File: config.mk
export PLATFORM = sky130hd
export DESIGN_NAME = mult_arbiter
export DESIGN_NICKNAME = d
export VERILOG_FILES = /design/src/rtl/mult_arb_pkg.sv /design/src/rtl/mult_core.sv /design/src/rtl/mult_arbiter.sv
export SDC_FILE = /design/constraint.sdc
export NUM_CORES = 1
export LEC_CHECK = 0
export ABC_CLOCK_PERIOD_IN_PS = 6100
export CORE_MARGIN = 2
export CORE_UTILIZATION = 35
export DETAILED_ROUTE_END_ITERATION = 10
export DONT_BUFFER_PORTS = 1
export HOLD_SLACK_MARGIN = 0.05
export SLEW_MARGIN = 20
export SYNTH_ARGS = -nofsm -noshare
export SYNTH_HDL_FRONTEND = slang
export SYNTH_SLANG_ARGS = --single-unit
File: constraint.sdc
create_clock -name clk -period 6.1 [get_ports clk]
set_input_delay 0.305 -clock clk [delete_from_list [all_inputs] [get_ports clk]]
set_output_delay 0.305 -clock clk [all_outputs]
set_load 0.02 [all_outputs]
File: src/rtl/mult_arb_pkg.sv
// Shared types and helpers for the round-robin multiplier arbiter.
// Optional signed build: define MULT_ARB_SIGNED_EN.
package mult_arb_pkg;

  localparam int NUM_REQ_DEF = 4;
  localparam int WIDTH_DEF   = 4;
  localparam int MAX_REQ     = 8;

  typedef enum logic {
    IDLE = 1'b0,
    RESP = 1'b1
  } state_t;

  typedef struct packed {
    logic       found;
    logic [2:0] idx;
  } pick_t;

  // First set valid at or after ptr, wrapping within n requesters.
  function automatic pick_t rr_pick(
    input logic [MAX_REQ-1:0] valid,
    input logic [2:0]         ptr,
    input int                 n
  );
    pick_t p;
    int    k;
    p = '0;
    for (int i = MAX_REQ - 1; i >= 0; i--) begin
      if (i < n) begin
        k = int'(ptr) + i;
        if (k >= n) k = k - n;
        if (valid[k]) begin
          p.found = 1'b1;
          p.idx   = 3'(k);
        end
      end
    end
    return p;
  endfunction

endpackage

File: src/rtl/mult_core.sv
// Combinational array multiplier, 2*WIDTH result.
// MULT_ARB_SIGNED_EN selects two's-complement operands.
module mult_core
  import mult_arb_pkg::*;
#(
  parameter int WIDTH = WIDTH_DEF
) (
  input  logic [WIDTH-1:0]   a,
  input  logic [WIDTH-1:0]   b,
  output logic [2*WIDTH-1:0] product
);

  localparam int PW = 2 * WIDTH;

`ifdef MULT_ARB_SIGNED_EN
  // Sign-extending both operands makes the mod-2^PW sum exact.
  localparam int ROWS = PW;
  logic [PW-1:0]   aa;
  logic [ROWS-1:0] mr;
  assign aa = {{WIDTH{a[WIDTH-1]}}, a};
  assign mr = {{WIDTH{b[WIDTH-1]}}, b};
`else
  localparam int ROWS = WIDTH;
  logic [PW-1:0]   aa;
  logic [ROWS-1:0] mr;
  assign aa = {{WIDTH{1'b0}}, a};
  assign mr = b;
`endif

  logic [PW-1:0] pp;
  logic [PW-1:0] acc;

  always_comb begin
    acc = '0;
    pp  = '0;
    for (int i = 0; i < ROWS; i++) begin
      pp  = mr[i] ? aa : '0;
      acc = acc + (pp << i);
    end
    product = acc;
  end

endmodule

File: src/rtl/mult_arbiter.sv
// Round-robin arbiter sharing one multiplier among NUM_REQ requesters.
// Optional signed build: define MULT_ARB_SIGNED_EN.
module mult_arbiter
  import mult_arb_pkg::*;
#(
  parameter  int NUM_REQ = NUM_REQ_DEF,
  parameter  int WIDTH   = WIDTH_DEF,
  localparam int ID_W    = $clog2(NUM_REQ)
) (
  input  logic                     clk,
  input  logic                     rst_n,
  input  logic [NUM_REQ-1:0]       req_valid,
  input  logic [NUM_REQ*WIDTH-1:0] req_a,
  input  logic [NUM_REQ*WIDTH-1:0] req_b,
  output logic [NUM_REQ-1:0]       req_ready,
  output logic                     rsp_valid,
  output logic [ID_W-1:0]          rsp_id,
  output logic [2*WIDTH-1:0]       rsp_product,
  input  logic                     rsp_ready
);

  state_t              state;
  logic [ID_W-1:0]     ptr;
  logic [ID_W-1:0]     grant;
  logic [ID_W-1:0]     ptr_next;
  pick_t               pick;
  logic                accept_ok;
  logic                xfer;
  logic [WIDTH-1:0]    op_a;
  logic [WIDTH-1:0]    op_b;
  logic [2*WIDTH-1:0]  product;

  // A drain and a new accept may share a cycle.
  assign accept_ok = rst_n &&
                     ((state == IDLE) || (rsp_valid && rsp_ready));

  assign pick  = rr_pick(MAX_REQ'(req_valid), 3'(ptr), NUM_REQ);
  assign grant = pick.idx[ID_W-1:0];
  assign xfer  = accept_ok && pick.found;

  always_comb begin
    req_ready = '0;
    if (xfer) req_ready[grant] = 1'b1;
  end

  assign op_a = req_a[grant*WIDTH +: WIDTH];
  assign op_b = req_b[grant*WIDTH +: WIDTH];

  assign ptr_next = (grant == ID_W'(NUM_REQ - 1)) ?
                    '0 : grant + ID_W'(1);

  mult_core #(
    .WIDTH (WIDTH)
  ) u_core (
    .a       (op_a),
    .b       (op_b),
    .product (product)
  );

  always_ff @(posedge clk or negedge rst_n) begin
    if (!rst_n) begin
      state       <= IDLE;
      ptr         <= '0;
      rsp_valid   <= 1'b0;
      rsp_id      <= '0;
      rsp_product <= '0;
    end else if (xfer) begin
      state       <= RESP;
      ptr         <= ptr_next;
      rsp_valid   <= 1'b1;
      rsp_id      <= grant;
      rsp_product <= product;
    end else if (state == RESP && rsp_ready) begin
      state     <= IDLE;
      rsp_valid <= 1'b0;
    end
  end

endmodule

==> metrics.txt <==
Mapped Area 0.00167 mm²; FF+latch count, synth 13; largest net degree at the start of global routing 26; arrival time of the worst setup path around 5.2 ns; DRC 0; Synth Net Count 227; CTS sink count 13; max incr delay on CP about 0.83 ns; met1 GRT Util 0.205; fillcell total about 460; final hold slack 0.224 ns; first-pass GRT wire length slightly above 6000 µm; standard-cell rows 25; Yosys warnings 0; Final Skew between 0.003 and 0.004 ns; PortBufs 0; Post-CTS Setup Bufs 0; worst slew pin tran between 0.9 and 1 ns; CTS H-Tree Depth 1; Die Ht approximately 73 µm; post-route antenna net violation count 0; clk buf depth 2; Setup violations, final 0; Ports 54; worst path bufs/invs 2; final critical-path share of the clock period 0.840; ys async rst share 1.00; final wirelength 3890 µm; DR pass1 iterations 4; Final HPWL DP between 3000 and 4000 µm; Final Hold Viols 0; die span in x between 70 and 80 µm; Initial DRC Count just over 80; initial antenna violation count 0; RD Place Congestion about 0.8; Setup CP Type reg2reg; Synth cell types 43; Max Clock Freq 195 MHz; Initial Util 0.359; Worst-path clk slew about 0.05 ns; total track usage 0.145; outcome finished, final reports clean; final worst path period need about 5 ns; TritonCTS clock tree built; design area between 0.0015 and 0.002 mm²; worst-skew pair later-pin latency around 0.24 ns; worst-path fanout max 25; CTS buffer count 3; layout cells sized above 1 0.206; CP required roughly 6.2 ns; met2 GRT Util 0.220; worst setup margin slightly below 1 ns; setup TNS 0 ns; Syn Area/Cell about 10 µm²; Mapped Cells between 150 and 200; routed vias/inst between 5 and 6; area of the die about 0.0054 mm²; sequential fraction of the synthesis area 0.194; CP delay by family, top compound AO/OA/AOI/OAI gates; most used cell, CP fa_1; Primary FF master, synth dfrtp_1; Layout Area Growth over Synthesis 3.29%; placed cell areas ~0.0017 mm²; Critical Path Source Type flop; Clock Tree Root clkbuf_8; pre-CTS setup slack approximately 1 ns; ANT cells 0; CP Capture Type flop; fin. max-slew vios 0; Core ar. 0.00466 mm²; GR peak layer met2; Worst path slowest cell a32o_1; WL/cell between 15 and 20 µm; HP Class in2reg; Final #Nets around 230; max-capacitance violation count 0; CP Cell Sequence inv_1, ha_1, a22oi_1, a32o_1, inv_1, o211a_1, fa_1, fa_1, ha_1, fa_1, a21o_1, a21oi_1, xor2_1, o21ai_0; GRT met3 Usage 0.0539; RSZ-0062 raised after global routing no; Post-synth EDFFs 0; via count between 1k and 1.5k; grt ovf 0; relative slew slack 0.382; vias in the first global route between 1k and 1.5k
==> metal layers <==
metal / vias up / routed length (µm) / part of all wire
met4: 0 / 26 / 0.0067
met3: 2 / 320 / 0.082
met1: 622 / 1770 / 0.46
li1: 642 / - / -
met2: 33 / 1770 / 0.45
met5: - / 0 / 0
==> area by class of cell <==
type	count	area [µm²]	share of cell area
Sequential cell	13	325	0.188
Timing Repair Buffer	1	10.0	0.00579
Multi-Input combinational cell	138	1250	0.721
Clock buffer	4	45.0	0.0260
Tap cell	54	67.6	0.0391
Inverter	9	33.8	0.0195
==> layout by cell type (no fill, tap or decap), types with 7 or more instances in the layout <==
cell type  synthesis  routed
o21ai_0           16      16
ha_1              15      15
dfrtp_1           13      13
a221oi_1           9       9
inv_1              8       8
nand2_1            8       8
mux2_4             8       8
nand3_2            8       8
nand3_1            7       7
==> cells in the mapped netlist (2+ instances only) <==
library cell   n  area, µm²
o211ai_1       3       22.5
inv_1          8       30.0
o21ai_0       16       80.1
mux2_4         8        120
fa_1           5        100
and2_1         5       31.3
mux2i_1        2       20.0
xor2_1         2       17.5
nand3_2        8       80.1
a221oi_1       9       78.8
ha_1          15        188
a32oi_2        2       32.5
a21o_1         2       15.0
nand2b_1       3       18.8
buf_6          2       22.5
o211a_1        4       40.0
mux2_2         6       67.6
a31oi_1        6       37.5
nand2_1        8       30.0
nand3_1        7       35.0
a31o_1         6       52.6
a21oi_1        3       15.0
buf_2          5       25.0
nor2b_1        2       12.5
dfrtp_1       13        325
==> worst reg2reg max path, delay by kind of cell (launching register included) <==
kind                     cells  cell delay [ns]
XOR/XNOR                     1             0.15
adder cells (fa/ha/maj)      5             1.86
AO/OA/AOI/OAI                6             1.88
flip-flops                   1             0.53
buffers and inverters        2             0.56
==> worst paths after layout <==
path | start | to | slack, ns | cells after the start
worst min-delay path | rst_n | state | 0.22 | 2
min in group asynchronous | rst_n | rsp_id[0] | 0.50 | 1
worst max register to register | ptr[0] | rsp_product[7] | 0.98 | 14
worst max-delay path | ptr[0] | rsp_product[7] | 0.98 | 14
max in group asynchronous | rst_n | rsp_product[1] | 5.22 | 1
worst min register to register | rsp_id[0] | rsp_id[0] | 0.63 | 2
==> cells by family after synthesis <==
kind of cell | count (synthesis) | synth area share
buffers and inverters | 17 | 0.0605
AND/OR/NAND/NOR | 37 | 0.143
adder cells (fa/ha/maj) | 20 | 0.172
multiplexers | 18 | 0.146
flip-flops | 13 | 0.194
XOR/XNOR | 3 | 0.0157
AO/OA/AOI/OAI | 60 | 0.269
==> sequential cells by signal (all words and copies together) (netlist names) <==
| signal | flops |
|---|---|
| rsp_id | 2 |
| state | 1 |
| ptr | 2 |
| rsp_product | 8 |
==> timing repair <==
action                                  4_1_cts  5_1_grt
endpoints found under the setup margin        0        0
resized for setup                             0        0
hold buffers                                  1        0
hold endpoints to repair                     13        0
==> per-stage QoR <==
stage,utilization,cells
after detailed placement,0.359,214
after floorplan,-,168
after CTS,0.371,219
after global placement,0.359,214
final,0.371,219
after global routing,0.371,219
Power is not shown: default switching activity piles up to over one toggle a cycle in this logic, so the estimate is an artifact.
